[src/rtl/serial_record_pkg.sv]
// Shared constants and state types for the serial vehicle-record receiver.
package serial_record_pkg;

  localparam logic [7:0] HEADER        = 8'hA5;
  localparam int unsigned REC_BYTES     = 4;
  localparam int unsigned EPASS_BIT     = 7;
  localparam int unsigned BARRIER_BIT   = 6;
  localparam int unsigned SPEED_HI_BITS = 6;

  typedef enum logic [1:0] {
    StIdle,
    StStart,
    StData,
    StStop
  } byte_state_e;

  typedef enum logic [1:0] {
    StHunt,
    StGot0,
    StGot1,
    StGot2
  } rec_state_e;

  // Checksum byte of a record: XOR of the three preceding bytes.
  function automatic logic [7:0] rec_checksum(input logic [7:0] b1, input logic [7:0] b2);
    return HEADER ^ b1 ^ b2;
  endfunction

endpackage

[src/rtl/uart_rx_byte.sv]
// UART 8N1 byte receiver: input synchronizer, baud counter and byte FSM.
module uart_rx_byte
  import serial_record_pkg::*;
#(
  parameter int unsigned CLKS_PER_BIT = 1041
) (
  input  logic       clk,
  input  logic       reset_n,
  input  logic       serial_in,
  output logic [7:0] byte_data,
  output logic       byte_valid,
  output logic       byte_ferr
);

  localparam int unsigned HALF_BIT = CLKS_PER_BIT / 2;
  localparam int unsigned CNT_W    = $clog2(CLKS_PER_BIT + 1);

  logic [1:0]       r_sync;
  logic             r_rx_prev;
  logic             w_rx;
  logic             w_fall;
  byte_state_e      r_state;
  logic [CNT_W-1:0] r_cnt;
  logic [2:0]       r_bit;
  logic [7:0]       r_shift;

  assign w_rx   = r_sync[1];
  assign w_fall = r_rx_prev & ~w_rx;

  // Reset to idle-high so a reset never fabricates a start edge.
  always_ff @(posedge clk or negedge reset_n) begin
    if (!reset_n) begin
      r_sync    <= 2'b11;
      r_rx_prev <= 1'b1;
    end else begin
      r_sync    <= {r_sync[0], serial_in};
      r_rx_prev <= w_rx;
    end
  end

  always_ff @(posedge clk or negedge reset_n) begin
    if (!reset_n) begin
      r_state    <= StIdle;
      r_cnt      <= '0;
      r_bit      <= '0;
      r_shift    <= '0;
      byte_data  <= '0;
      byte_valid <= 1'b0;
      byte_ferr  <= 1'b0;
    end else begin
      byte_valid <= 1'b0;
      byte_ferr  <= 1'b0;
      case (r_state)
        StIdle: begin
          r_cnt <= '0;
          r_bit <= '0;
          if (w_fall) r_state <= StStart;
        end
        StStart: begin
          if (r_cnt == CNT_W'(HALF_BIT - 1)) begin
            r_cnt   <= '0;
            r_state <= w_rx ? StIdle : StData;
          end else begin
            r_cnt <= r_cnt + 1'b1;
          end
        end
        StData: begin
          if (r_cnt == CNT_W'(CLKS_PER_BIT - 1)) begin
            r_cnt   <= '0;
            r_shift <= {w_rx, r_shift[7:1]};
            if (r_bit == 3'd7) r_state <= StStop;
            r_bit <= r_bit + 1'b1;
          end else begin
            r_cnt <= r_cnt + 1'b1;
          end
        end
        StStop: begin
          if (r_cnt == CNT_W'(CLKS_PER_BIT - 1)) begin
            r_cnt      <= '0;
            byte_data  <= r_shift;
            byte_valid <= w_rx;
            byte_ferr  <= ~w_rx;
            r_state    <= StIdle;
          end else begin
            r_cnt <= r_cnt + 1'b1;
          end
        end
        default: r_state <= StIdle;
      endcase
    end
  end

endmodule

[src/rtl/serial_record_rx.sv]
// Assembles 4-byte vehicle records from the UART byte stream and validates them.
module serial_record_rx
  import serial_record_pkg::*;
#(
  parameter int unsigned SYS_FREQ     = 10_000_000,
  parameter int unsigned BAUD_RATE    = 9600,
  parameter int unsigned WIDTH_SPEED  = 14,
  parameter int unsigned TIMEOUT_BITS = 20
) (
  input  logic                   clk,
  input  logic                   reset_n,
  input  logic                   serial_in,
  output logic                   rec_valid,
  output logic [WIDTH_SPEED-1:0] rec_speed,
  output logic                   rec_epass,
  output logic                   rec_barrier,
  output logic                   frame_err,
  output logic                   chk_err
);

  localparam int unsigned CLKS_PER_BIT = SYS_FREQ / BAUD_RATE;
  localparam int unsigned TMO_LIMIT    = TIMEOUT_BITS * CLKS_PER_BIT;
  localparam int unsigned TMO_W        = $clog2(TMO_LIMIT + 1);

  logic [7:0]       w_byte_data;
  logic             w_byte_valid;
  logic             w_byte_ferr;
  rec_state_e       r_state;
  logic [7:0]       r_xor;
  logic [7:0]       r_b1;
  logic [7:0]       r_b2;
  logic [TMO_W-1:0] r_tmo;

  uart_rx_byte #(
    .CLKS_PER_BIT(CLKS_PER_BIT)
  ) u_byte (
    .clk       (clk),
    .reset_n   (reset_n),
    .serial_in (serial_in),
    .byte_data (w_byte_data),
    .byte_valid(w_byte_valid),
    .byte_ferr (w_byte_ferr)
  );

  always_ff @(posedge clk or negedge reset_n) begin
    if (!reset_n) begin
      r_state     <= StHunt;
      r_xor       <= '0;
      r_b1        <= '0;
      r_b2        <= '0;
      r_tmo       <= '0;
      rec_valid   <= 1'b0;
      rec_speed   <= '0;
      rec_epass   <= 1'b0;
      rec_barrier <= 1'b0;
      frame_err   <= 1'b0;
      chk_err     <= 1'b0;
    end else begin
      rec_valid <= 1'b0;
      frame_err <= 1'b0;
      chk_err   <= 1'b0;
      if (w_byte_ferr) begin
        frame_err <= 1'b1;
        r_state   <= StHunt;
        r_tmo     <= '0;
      end else if (w_byte_valid) begin
        r_tmo <= '0;
        case (r_state)
          StHunt: begin
            if (w_byte_data == HEADER) begin
              r_xor   <= HEADER;
              r_state <= StGot0;
            end
          end
          StGot0: begin
            r_b1    <= w_byte_data;
            r_xor   <= r_xor ^ w_byte_data;
            r_state <= StGot1;
          end
          StGot1: begin
            r_b2    <= w_byte_data;
            r_xor   <= r_xor ^ w_byte_data;
            r_state <= StGot2;
          end
          StGot2: begin
            if (w_byte_data == r_xor) begin
              rec_valid   <= 1'b1;
              rec_speed   <= WIDTH_SPEED'({r_b1[SPEED_HI_BITS-1:0], r_b2});
              rec_epass   <= r_b1[EPASS_BIT];
              rec_barrier <= r_b1[BARRIER_BIT];
            end else begin
              chk_err <= 1'b1;
            end
            r_state <= StHunt;
          end
          default: r_state <= StHunt;
        endcase
      end else if (r_state != StHunt) begin
        // Idle gap inside a record; byte_valid above takes priority.
        if (r_tmo == TMO_W'(TMO_LIMIT - 1)) begin
          frame_err <= 1'b1;
          r_state   <= StHunt;
          r_tmo     <= '0;
        end else begin
          r_tmo <= r_tmo + 1'b1;
        end
      end else begin
        r_tmo <= '0;
      end
    end
  end

endmodule

[config.mk]
export PLATFORM = sky130hd
export DESIGN_NAME = serial_record_rx
export DESIGN_NICKNAME = d
export VERILOG_FILES = /design/src/rtl/serial_record_pkg.sv /design/src/rtl/uart_rx_byte.sv /design/src/rtl/serial_record_rx.sv
export SDC_FILE = /design/constraint.sdc
export NUM_CORES = 1
export LEC_CHECK = 0
export ABC_AREA = 0
export CAP_MARGIN = 5
export CELL_PAD_IN_SITES_DETAIL_PLACEMENT = 2
export CELL_PAD_IN_SITES_GLOBAL_PLACEMENT = 2
export CORE_UTILIZATION = 47
export CTS_CLUSTER_SIZE = 8
export DETAILED_ROUTE_END_ITERATION = 10
export DONT_BUFFER_PORTS = 1
export PLACE_DENSITY_LB_ADDON = 0.15
export SLEW_MARGIN = 30
export SYNTH_ARGS = -nofsm -noshare
export SYNTH_HDL_FRONTEND = slang
export SYNTH_SLANG_ARGS = --single-unit
[constraint.sdc]
create_clock -name clk -period 5.25 [get_ports clk]
set_input_delay 1.575 -clock clk [delete_from_list [all_inputs] [get_ports clk]]
set_output_delay 1.575 -clock clk [all_outputs]
set_load 0.02 [all_outputs]
==> results of run 1 <==
==> flip-flops by register name, summed over array words and instances, names as in the netlist, 2 cells and up, named ones only <==
name              cells
u_byte.r_sync         2
rec_speed            14
r_b1                  8
r_b2                  8
u_byte.r_cnt         11
r_xor                 8
u_byte.r_bit          3
r_state               2
r_tmo                15
u_byte.r_shift        8
u_byte.byte_data      8
==> cells in the mapped netlist, types with 5 or more instances <==
| cell | instances | area [µm²] |
|---|---|---|
| nor2_1 | 48 | 180 |
| nor2b_1 | 7 | 43.8 |
| nand2_1 | 18 | 67.6 |
| o21ai_0 | 19 | 95.1 |
| xor2_1 | 7 | 61.3 |
| mux2_2 | 38 | 428 |
| nor3_1 | 7 | 35.0 |
| mux2_4 | 9 | 135 |
| ha_1 | 10 | 125 |
| nand3_1 | 13 | 65.1 |
| inv_1 | 10 | 37.5 |
| a22oi_1 | 5 | 37.5 |
| xnor2_1 | 19 | 166 |
| dfrtp_1 | 94 | 2350 |
| nand4_1 | 6 | 37.5 |
| nand4b_1 | 5 | 43.8 |
| nor4_1 | 6 | 37.5 |
==> final timing paths <==
path	from	endpoint	slack, ps
worst max register to register	r_state[1]	r_xor[7]	2840
min in group asynchronous	reset_n	r_b1[7]	890
worst max-delay path	rec_speed[11]	rec_speed[11]	2820
max in group asynchronous	reset_n	u_byte.r_sync[0]	4150
worst min register to register	u_byte.r_sync[0]	u_byte.r_sync[1]	360
worst min-delay path	u_byte.r_sync[0]	u_byte.r_sync[1]	360
==> logic make-up after synthesis <==
group | count (synthesis) | synth area share, %
mux | 49 | 12.9
xor+xnor | 26 | 5.03
buf+inv | 21 | 2.32
compound gates | 41 | 6.58
flops | 97 | 53.7
simple gates | 133 | 16.7
fa+ha+maj | 10 | 2.76
==> worst register-to-register path: stages, from the launching register on <==
cell	delay [ps]
dfrtp_1	410
inv_1	100
ha_1	460
clkinv_1	340
nor2_1	560
a21oi_1	160
o221a_2	270
==> final cells by class <==
class                   count  share of cell area (%)
repair buffers              1                   0.155
well taps                 129                    3.34
clock inverters             5                    1.32
inverters                  11                   0.854
flip-flops and latches     97                    50.3
clock buffers              11                    2.92
multi-input cells         259                    41.1
==> cell usage in the layout (no fill, tap or decap), drive strengths merged, types with 2 or more instances in the layout <==
master,count
nand2b,2
nor3,8
a21oi,4
dfstp,3
nand3,14
a22oi,6
mux2,48
clkbuf,11
nand2,18
dfrtp,94
nor2b,7
o32ai,2
nor4,9
o21a,2
o221a,4
nand4,6
or4b,3
clkinv,3
ha,10
xnor2,19
and2,4
o21ai,19
nand4b,6
nor2,48
xor2,7
o22ai,2
inv,11
==> power by group <==
group	switching (mW)	internal [mW]
sequential	0.0368	0.768
combinational	0.0303	0.0334
clock	0.266	0.237
==> layer usage <==
metal  global-route usage (%)  share of wire [%]  vias up
met5                        0                  0        -
li1                         -                  -     1333
met2                     40.4                 52       37
met1                     30.2                 44     1544
met3                     3.97                2.2       12
met4                     9.14                1.8        0
==> results.md, run 1 <==
| Stage | Metric | Reported |
| --- | --- | --- |
| critical path | Kind of capture point of the worst setup path | output port |
| detailed routing | Count of unresolved DRC violations after routing | 0 |
| min path | Instance count along the most critical hold path | 0 |
| finish | Area growth, synth to finish | 6.86% |
| sta | Setup violation total in the final timing report | 0 |
| finish | Number of filler cells placed in the layout | 902 |
| clock tree | Worst-case clock buffer depth | 2 |
| yosys | Share of synthesized registers carrying an async set or reset | 100% |
| sta | Worst-margin pin slew | 617 ps |
| critical path | Startpoint Class | flop |
| detailed routing | Drt first-iter violations | 115 |
| die | DIE AREA | 10,000 µm² |
| yosys | Post-synthesis sequential element count | 97 |
| flow run | Max-cap violation count | 0 |
| yosys | Post-synth design cell area | 4530 µm² |
| yosys | Nets in the synthesized netlist | 390 |
| finish | Fraction of layout cells with a size suffix above 1 | 22.1% |
| critical path | Worst endpoint required time | 3680 ps |
| clock tree | Post-CTS Resized | 0 |
| detailed routing | Post-detailed-route wirelength per cell | 20.6 µm |
| finish | Post-layout instance area | 4840 µm² |
| global route | All-Layer GR Usage | 23.7% |
| yosys | Avg Inst Size Synth | 12.0 µm² |
| critical path | Worst path depth | 0 |
| global route | First-pass GRT wire length | 17,700 µm |
| critical path | Depth of the worst register-to-register path | 6 |
| die | Number of rows created at floorplan | 35 |
| yosys | Number of different library cells in the post-synthesis netlist | 56 |
| critical path | Type of the worst setup path | reg2out |
| clock tree | Clock tree from TritonCTS | done |
| sta | Final hold slack | 363 ps |
| clock tree | # hold bufs at CTS | 0 |
| place | Post-Place Cells | 497 |
| place | Worst slack at placement | 2880 ps |
| sta | Final clock period utilization by the worst path | 46.4% |
| yosys | Synthesis warning total | 0 |
| global route | Initial antenna violation count | 0 |
| detailed routing | Antenna viol nets, final | 0 |
| yosys | Sequential-to-total area share from yosys stat | 53.7% |
| clock tree | TritonCTS Buffers | 9 |
| run status | Result of the run | complete, no violations |
| detailed routing | Vias | 2,926 |
| finish | Core utilization of the finished layout | 52.1% |
| sta | Min cycle time layout | 2430 ps |
| place | Weighted congestion reported at the end of routability-driven placement | 0.729 |
| yosys | Count of flip-flops with a built-in enable after synthesis | 0 |
| global route | Vias in the first global route | 3,240 |
| sta | Sum of negative setup slack | 0 ps |
| die | Core region area | 9280 µm² |
| die | Effective utilization at floorplan | 48.7% |
| clock tree | Max H-tree Level | 3 |
| sta | RSZ-0062 raised after global routing | no |
| clock tree | Root cell of the clock tree | clkbuf_8 |
| clock tree | Post-CTS setup buffers | 0 |
| detailed routing | Wire length reported by the detailed router | 10,600 µm |
| finish | Sequential cell area | 2430 µm² |
| die | Height of the die | 100 µm |
| global route | Pin count of the biggest net entering global routing | 98 |
| finish | Post-layout net count | 392 |
| min path | Worst Hold Class | reg2reg |
| power | Power per cell area | 284 nW/µm² |
| sta | Largest clock skew in the final design | 8.77 ps |
| finish | Antenna diode count | 0 |
| sta | Minimum setup slack in the final design | 2820 ps |
| sta | Fin. max-slew vios | 0 |
| clock tree | Number of clock sinks | 97 |
| place | Count of port buffers added during placement | 0 |
| power | Tot Pwr | 1.37 mW |
| clock tree | Insertion delay to the later sink of the worst-skew pair | 370 ps |
| yosys | Synth Flop Type | dfrtp_1 |
| sta | Headroom to the max-slew limit | 58.8% |
| power | Leakage component of the power | 2.15 nW |
| clock tree | Post-CTS clock slew at the launch and capture registers of the worst setup and hold paths | 90 ps |
| place | Post-detail-place hpwl | 6920 µm |
| place | Area after DPL | 4630 µm² |
| critical path | Arrival time at the worst endpoint | 860 ps |
| die | # IOs | 22 |
| yosys | Cells after Synth | 377 |
| global route | Final global-route overflow total | 0 |
| detailed routing | Initial DRT Pass Iterations | 4 |
| finish | Footprint of the multi-input gates | 1990 µm² |
| die | DIE WIDTH | 100 µm |
| power | Maximum resistive drop on vdd | 0.155 mV |
| sta | Hold violation total from the final report | 0 |
| detailed routing | Avg Vias per Cell | 5.70 |
| critical path | Highest net fanout along the worst path | 2 |
| finish | Post-route insts no fill | 513 |
| sta | Maximum clock rate | 411 MHz |
Power figures use the tool's default switching activity.
==> run 2, diff against run 1 <==
--- a/config.mk
+++ b/config.mk
@@ -9,7 +9,7 @@
 export CAP_MARGIN = 5
 export CELL_PAD_IN_SITES_DETAIL_PLACEMENT = 2
 export CELL_PAD_IN_SITES_GLOBAL_PLACEMENT = 2
-export CORE_UTILIZATION = 47
+export CORE_UTILIZATION = 39
 export CTS_CLUSTER_SIZE = 8
 export DETAILED_ROUTE_END_ITERATION = 10
 export DONT_BUFFER_PORTS = 1
==> constraint.sdc (replaced) <==
create_clock -name clk -period 2.2 [get_ports clk]
set_input_delay 0.66 -clock clk [delete_from_list [all_inputs] [get_ports clk]]
set_output_delay 0.66 -clock clk [all_outputs]
set_load 0.02 [all_outputs]
==> run 2 against run 1 <==
The flow now finishes with violations (negative hold slack). Register-to-register slack worse by 2700 ps. Routed wire length up 2.0%. Critical path depth grew 6. Count of clock-buffer cells in the layout fell by 1. Via count grew 1.3%. Clock skew decreased by 1.8 ps. Combinational power rose to 3.0 times the previous value. Cell count rose by 5.7%. Sequential share of layout area decreased by 2.8 points. Design area rose by 6.0%. Clock power grew to 3.4 times the previous value. Critical path type is now reg2reg.
==> results.md, run 2 (synthesis gave the netlist of run 1 again) <==
| Stage | Metric | Reported | Delta |
| --- | --- | --- | --- |
| run status | Result of the run | finished with violations |  |
| run status | Violations in the final reports | negative hold slack |  |
| finish | Fraction of layout cells with a size suffix above 1 | 25.9% | +3.7 points |
| finish | Antenna diode count | 0 | unchanged |
| sta | Hold violation total from the final report | 2 | +2 |
| sta | Largest clock skew in the final design | 6.93 ps | -1.84 ps |
| sta | Setup violation total in the final timing report | 0 | unchanged |
| global route | All-Layer GR Usage | 19.8% | -3.8 points |
| detailed routing | Post-detailed-route wirelength per cell | 19.9 µm | -3.4% |
| clock tree | Root cell of the clock tree | clkbuf_16 |  |
| detailed routing | Amount of wire on met3 after detailed routing | 257 µm | +8.9% |
| sta | Headroom to the max-slew limit | 61.1% | +2.4 points |
| sta | Final hold slack | -0.703 ps | -363 ps |
| global route | Pin count of the biggest net entering global routing | 98 | unchanged |
| power | Tot Pwr | 3.82 mW | +180% |
| finish | Area growth, synth to finish | 13.2% |  |
| detailed routing | Met2 wire len | 5370 µm | -2.2% |
| die | # IOs | 22 | unchanged |
| finish | Registers with the most flip-flops | r_tmo: 15 flops, rec_speed: 14 flops, u_byte.r_cnt: 11 flops |  |
| critical path | Type of the worst setup path | reg2reg |  |
| clock tree | Post-CTS clock slew at the launch and capture registers of the worst setup and hold paths | 70 ps | -20 ps |
| finish | Post-layout net count | 411 | +4.8% |
| detailed routing | Initial DRT Pass Iterations | 4 | unchanged |
| critical path | Highest net fanout along the worst path | 15 | +13 |
| sta | Sum of negative setup slack | 0 ps | unchanged |
| detailed routing | Drt first-iter violations | 102 | -11% |
| power | Power per cell area | 746 nW/µm² | +160% |
| critical path | Startpoint Class | flop |  |
| detailed routing | Highest signal layer in the routed design | met4 |  |
| clock tree | TritonCTS Buffers | 9 | unchanged |
| die | DIE WIDTH | 110 µm | +9.6% |
| die | Number of rows created at floorplan | 38 | +8.6% |
| detailed routing | Avg Vias per Cell | 5.47 | -4.1% |
| die | DIE AREA | 12,000 µm² | +20% |
| finish | Most frequent cells in the layout | dfrtp_1 (94), nor2_1 (48), mux2_2 (38) |  |
| global route | Initial antenna violation count | 0 | unchanged |
| sta | RSZ-0062 raised after global routing | no |  |
| clock tree | Max H-tree Level | 3 | unchanged |
| global route | First-pass GRT wire length | 17,500 µm | -0.90% |
| finish | Register name with the most flops | r_tmo |  |
| detailed routing | Count of unresolved DRC violations after routing | 0 | unchanged |
| power | Leakage component of the power | 2.31 nW | +7.4% |
| finish | Most common library cell in the layout ignoring fill and taps | dfrtp_1 |  |
| finish | Max FFs per register | 15 | unchanged |
| global route | Vias in the first global route | 3,280 | +1.2% |
| critical path | Worst-path cell with the longest stage delay | or4bb_1 |  |
| place | Count of port buffers added during placement | 0 | unchanged |
| detailed routing | Vias | 2,964 | +1.3% |
| sta | Worst-margin pin slew | 583 ps | -34.0 ps |
| flow run | Max-cap violation count | 0 | unchanged |
| clock tree | Number of clock sinks | 97 | unchanged |
| global route | Final global-route overflow total | 0 | unchanged |
| detailed routing | Wire length on met1 | 5060 µm | +8.3% |
| sta | Maximum clock rate | 485 MHz |  |
| clock tree | Insertion delay to the later sink of the worst-skew pair | 350 ps | -20 ps |
| die | Height of the die | 110 µm | +9.6% |
| min path | Worst Hold Class | in2async |  |
| die | Effective utilization at floorplan | 40.9% | -7.9 points |
| detailed routing | Wire length reported by the detailed router | 10,800 µm | +2.0% |
| critical path | Worst endpoint required time | 2430 ps | -1250 ps |
| critical path | Cells along the critical path | ha_1, or4bb_1, nor4_2, or4_1, buf_4, nor2_1 |  |
| critical path | Kind of capture point of the worst setup path | flop |  |
| detailed routing | Antenna viol nets, final | 0 | unchanged |
| critical path | Largest stage delay on the critical path | 510 ps |  |
| clock tree | Clock tree from TritonCTS | done |  |
| clock tree | Post-CTS setup buffers | 0 | unchanged |
| place | Weighted congestion reported at the end of routability-driven placement | 0.765 | +5.1% |
| clock tree | Post-CTS Resized | 0 | unchanged |
| finish | Number of filler cells placed in the layout | 1,114 | +24% |
| clock tree | Worst-case clock buffer depth | 2 | unchanged |
| sta | Final clock period utilization by the worst path | 93.8% |  |
| place | Post-detail-place hpwl | 7300 µm | +5.5% |
| sta | Min cycle time layout | 2060 ps |  |
| sta | Fin. max-slew vios | 0 | unchanged |
| power | Maximum resistive drop on vdd | 0.750 mV | +380% |
| die | Core region area | 11,100 µm² | +19% |
| critical path | Arrival time at the worst endpoint | 2290 ps | +1430 ps |
[run 2: changes by cell type in the layout (fill, tap and decap cells not counted)]
cell,before,now
clkinv_4,2,0
clkinvlp_4,1,0
buf_4,1,19
clkbuf_1,1,0
clkbuf_8,10,1
clkbuf_16,0,9
buf_12,0,1
inv_6,1,3
bufinv_16,1,2
[run 2: metrics by stage]
stage	std cells	setup WS [ps]	hold WS (ps)	util [%]	area, µm²
floorplan	377	346	345	-	4530
global placement	527	221	346	43.3	4800
detailed placement	527	183	351	43.3	4800
CTS	542	98.9	-11.5	46.3	5120
global route	542	40.0	-26.1	46.3	5120
finish	542	137	-0.703	46.3	5120
[run 2: report_power, final]
part           leakage, nW  switching, mW  total, mW  internal, mW
Combinational        0.813         0.0898      0.190         0.100
Clock                0.160          0.698       1.73          1.03
Sequential            1.34         0.0702       1.90          1.83
[run 2: critical path, delay by kind of cell (launching register included)]
family | cells | cell delay [ps]
and+or+nand+nor | 4 | 1090
DFF | 1 | 420
adders and majority gates | 1 | 230
buffers and inverters | 1 | 210
[run 2: area by class of cell]
class / count / area [µm²] / share of cell area [%]
Multi-Input combinational cell: 259 / 1990 / 38.8
Sequential cell: 97 / 2430 / 47.4
Clock buffer: 10 / 239 / 4.66
Tap cell: 140 / 175 / 3.42
Clock inverter: 5 / 86.3 / 1.68
Inverter: 11 / 41.3 / 0.806
Timing Repair Buffer: 20 / 163 / 3.17
[run 2: path summary, 6_finish.rpt]
path,endpoint,cells past startpoint,slack [ps],start
worst max-delay path,r_tmo[11],6,140,r_tmo[0]
worst min-delay path,r_tmo[8],0,-0.7,reset_n
worst max register to register,r_tmo[11],6,140,r_tmo[0]
worst min register to register,u_byte.r_sync[1],0,360,u_byte.r_sync[0]
max in group asynchronous,u_byte.r_sync[0],0,1980,reset_n
min in group clk,u_byte.r_sync[0],0,300,serial_in
[run 2: metal layers]
| metal | vias up | GRT usage [%] |
|---|---|---|
| met5 | - | 0 |
| met1 | 1554 | 25.4 |
| li1 | 1369 | - |
| met3 | 11 | 5.93 |
| met2 | 30 | 32.5 |
| met4 | 0 | 5.33 |
==> run 3, diff against run 2 <==
--- a/config.mk
+++ b/config.mk
@@ -9,11 +9,13 @@
 export CAP_MARGIN = 5
 export CELL_PAD_IN_SITES_DETAIL_PLACEMENT = 2
 export CELL_PAD_IN_SITES_GLOBAL_PLACEMENT = 2
-export CORE_UTILIZATION = 39
+export CORE_UTILIZATION = 41
+export CTS_BUF_LIST = sky130_fd_sc_hd__clkbuf_8
 export CTS_CLUSTER_SIZE = 8
 export DETAILED_ROUTE_END_ITERATION = 10
 export DONT_BUFFER_PORTS = 1
-export PLACE_DENSITY_LB_ADDON = 0.15
+export PLACE_DENSITY_LB_ADDON = 0.1
+export SKIP_CTS_REPAIR_TIMING = 1
 export SLEW_MARGIN = 30
 export SYNTH_ARGS = -nofsm -noshare
 export SYNTH_HDL_FRONTEND = slang
==> run 3 against run 2 <==
The flow still finishes with violations (negative hold slack). Core utilization grew 1.1 points. Routed wire length down 3.6%. Register-to-register slack barely moved. Critical path depth unchanged. Count of clock-buffer cells in the layout is 1 lower. Sequential share of layout area increased by 1.4 points. Worst hold slack worse by 34 ps. Critical path type unchanged. Critical endpoint is now r_tmo[13]. Largest cell class unchanged.
==> results.md, run 3 (synthesis gave the netlist of run 1 again) <==
| Stage | Metric | Reported | Delta |
| --- | --- | --- | --- |
| die | DIE WIDTH | 107 µm | -2.4% |
| detailed routing | Wire length reported by the detailed router | 10,400 µm | -3.6% |
| global route | Vias in the first global route | 3,298 | +0.55% |
| power | Leakage component of the power | 2.25 nW | -2.7% |
| finish | Antenna diode count | 0 | unchanged |
| critical path | R2r endpoint | r_tmo[13] |  |
| die | Height of the die | 107 µm | -2.4% |
| critical path | Worst-case register-to-register setup slack | 140 ps | about the same |
| global route | All-Layer GR Usage | 20.2% | +0.37 points |
| finish | Registers with the most flip-flops | r_tmo: 15 flops, rec_speed: 14 flops, u_byte.r_cnt: 11 flops |  |
| place | Post-detail-place hpwl | 7150 µm | -2.0% |
| run status | Violations in the final reports | negative hold slack |  |
| clock tree | Max H-tree Level | 3 | unchanged |
| place | Post-Place Cells | 519 | -1.5% |
| finish | Most common library cell in the layout ignoring fill and taps | dfrtp_1 |  |
| finish | Register name with the most flops | r_tmo |  |
| die | # IOs | 22 | unchanged |
| power | Internal power of the cells | 2.39 mW | -19% |
| power | Portion of total power attributed to the clock network | 36.0% | -9.3 points |
| place | Weighted congestion reported at the end of routability-driven placement | 0.707 | -7.6% |
| critical path | Startpoint Class | flop |  |
| clock tree | Post-CTS clock slew at the launch and capture registers of the worst setup and hold paths | 110 ps | +40 ps |
| detailed routing | Avg Vias per Cell | 5.62 | +2.7% |
| sta | Hold violation total from the final report | 89 | +87 |
| clock tree | TritonCTS Buffers | 9 | unchanged |
| critical path | Depth of the worst register-to-register path | 6 | unchanged |
| critical path | Worst endpoint required time | 2470 ps | +40 ps |
| sta | Final hold slack | -34.4 ps | -33.7 ps |
| clock tree | Insertion delay to the later sink of the worst-skew pair | 380 ps | +30 ps |
| power | Portion of total power attributed to sequential cells | 58.0% | +8.2 points |
| detailed routing | Vias | 3,006 | +1.4% |
| sta | Fin. max-slew vios | 0 | unchanged |
| sta | Final clock period utilization by the worst path | 93.5% | -0.27 points |
| clock tree | Worst-case clock buffer depth | 2 | unchanged |
| critical path | Worst setup endpoint | r_tmo[13] |  |
| critical path | Cells along the critical path | ha_1, or4bb_1, nor4_4, or4_1, buf_4, nor2_1 |  |
| die | Core region area | 10,500 µm² | -5.1% |
| run status | Result of the run | finished with violations |  |
| clock tree | Clock tree from TritonCTS | done |  |
| sta | Largest clock skew in the final design | 14.8 ps | +7.82 ps |
| power | Switching component of the power | 0.901 mW | +5.1% |
| critical path | Worst setup startpoint | r_tmo[0] |  |
| sta | Setup violation total in the final timing report | 0 | unchanged |
| power | Power per cell area | 661 nW/µm² | -11% |
| finish | Area growth, synth to finish | 10.1% |  |
| critical path | Largest stage delay on the critical path | 550 ps | +40 ps |
| die | Effective utilization at floorplan | 43.1% | +2.2 points |
| place | Count of port buffers added during placement | 0 | unchanged |
| sta | Min cycle time layout | 2060 ps | -6.04 ps |
| critical path | Launch instance of the worst register-to-register path | r_tmo[0] |  |
| power | Logic pwr share | 6.0% | +1.0 points |
| critical path | Kind of capture point of the worst setup path | flop |  |
| global route | Initial antenna violation count | 0 | unchanged |
| flow run | Max-cap violation count | 0 | unchanged |
| detailed routing | Antenna viol nets, final | 0 | unchanged |
| critical path | Arrival time at the worst endpoint | 2320 ps | +30 ps |
| critical path | Highest net fanout along the worst path | 8 | -7 |
| power | Switching portion of total power | 27.4% | +5.0 points |
| finish | Fraction of layout cells with a size suffix above 1 | 25.6% | -0.31 points |
| finish | Post-layout net count | 407 | -0.97% |
| power | Maximum resistive drop on vdd | 0.411 mV | -45% |
| finish | Post-route insts no fill | 535 | -1.3% |
| clock tree | Number of clock sinks | 97 | unchanged |
| critical path | Type of the worst setup path | reg2reg |  |
| detailed routing | Post-detailed-route wirelength per cell | 19.5 µm | -2.3% |
| finish | Max FFs per register | 15 | unchanged |
| sta | Maximum clock rate | 486 MHz | +0.29% |
| global route | First-pass GRT wire length | 17,400 µm | -0.51% |
| clock tree | Root cell of the clock tree | clkbuf_8 |  |
| global route | Final global-route overflow total | 0 | unchanged |
| min path | Worst Hold Class | in2async |  |
| global route | Pin count of the biggest net entering global routing | 98 | unchanged |
| sta | Headroom to the max-slew limit | 60.0% | -1.1 points |
| finish | Core utilization of the finished layout | 47.4% | +1.1 points |
| detailed routing | Initial DRT Pass Iterations | 4 | unchanged |
| sta | Worst-margin pin slew | 599 ps | +16.4 ps |
| detailed routing | Drt first-iter violations | 106 | +3.9% |
| detailed routing | Count of unresolved DRC violations after routing | 0 | unchanged |
| finish | Most frequent cells in the layout | dfrtp_1 (94), nor2_1 (47), mux2_2 (38) |  |
| die | DIE AREA | 11,500 µm² | -4.8% |
| critical path | Worst-path cell with the longest stage delay | or4bb_1 |  |
| die | Number of rows created at floorplan | 37 | -2.6% |
run 3: final cells by class:
cell class | instances | area [µm²]
repair buffers | 16 | 133
inverters | 11 | 41.3
clock inverters | 7 | 81.3
fillers | 1050 | 5530
multi-input cells | 259 | 2000
clock buffers | 9 | 124
flip-flops and latches | 97 | 2430
well taps | 136 | 170
run 3: stage by stage:
| step | TNS (ps) | hold WS (ps) | power [mW] | instance area, µm² | setup WS [ps] |
|---|---|---|---|---|---|
| global placement | 0 | 347 | 2.12 | 4760 | 179 |
| floorplan | 0 | 345 | 2.05 | 4530 | 346 |
| CTS | 0 | -60.9 | 3.35 | 4970 | 95.8 |
| detailed placement | 0 | 348 | 2.14 | 4760 | 124 |
| finish | 0 | -34.4 | 3.29 | 4980 | 143 |
| global route | -17.5 | -68.3 | 3.43 | 4980 | -8.78 |
run 3: power by group through the flow:
| stage | registers, mW | logic (mW) | clock network, mW |
|---|---|---|---|
| after CTS | 1.91 | 0.199 | 1.24 |
| after global placement | 1.93 | 0.186 | 0 |
| final | 1.91 | 0.198 | 1.19 |
| after floorplan | 1.92 | 0.138 | 0 |
| after global routing | 1.92 | 0.221 | 1.29 |
| after detailed placement | 1.94 | 0.197 | 0 |
run 3: worst max-delay path: cells and delay by family, from the launching register on:
kind,cells,cell delay [ps]
fa+ha+maj,1,230
flops,1,430
buf+inv,1,170
simple gates,4,1120
run 3: worst min path at each step:
stage / from / endpoint / slack [ps] / cells after the start
final: reset_n / r_tmo[8] / -30 / 0
after global routing: reset_n / r_tmo[8] / -70 / 0
after CTS: reset_n / r_tmo[8] / -60 / 0
after detailed placement: u_byte.r_sync[0] / u_byte.r_sync[1] / 350 / 0
after global placement: u_byte.r_sync[0] / u_byte.r_sync[1] / 350 / 0
after floorplan: u_byte.r_sync[0] / u_byte.r_sync[1] / 350 / 0
run 3: per-layer routing:
metal | vias to the layer above | GRT usage [%] | wire [µm]
met2 | 19 | 33.9 | 5310
met4 | 0 | 7.44 | 139
met3 | 12 | 3.04 | 125
met5 | - | 0 | 0
met1 | 1602 | 26.3 | 4840
li1 | 1373 | - | -
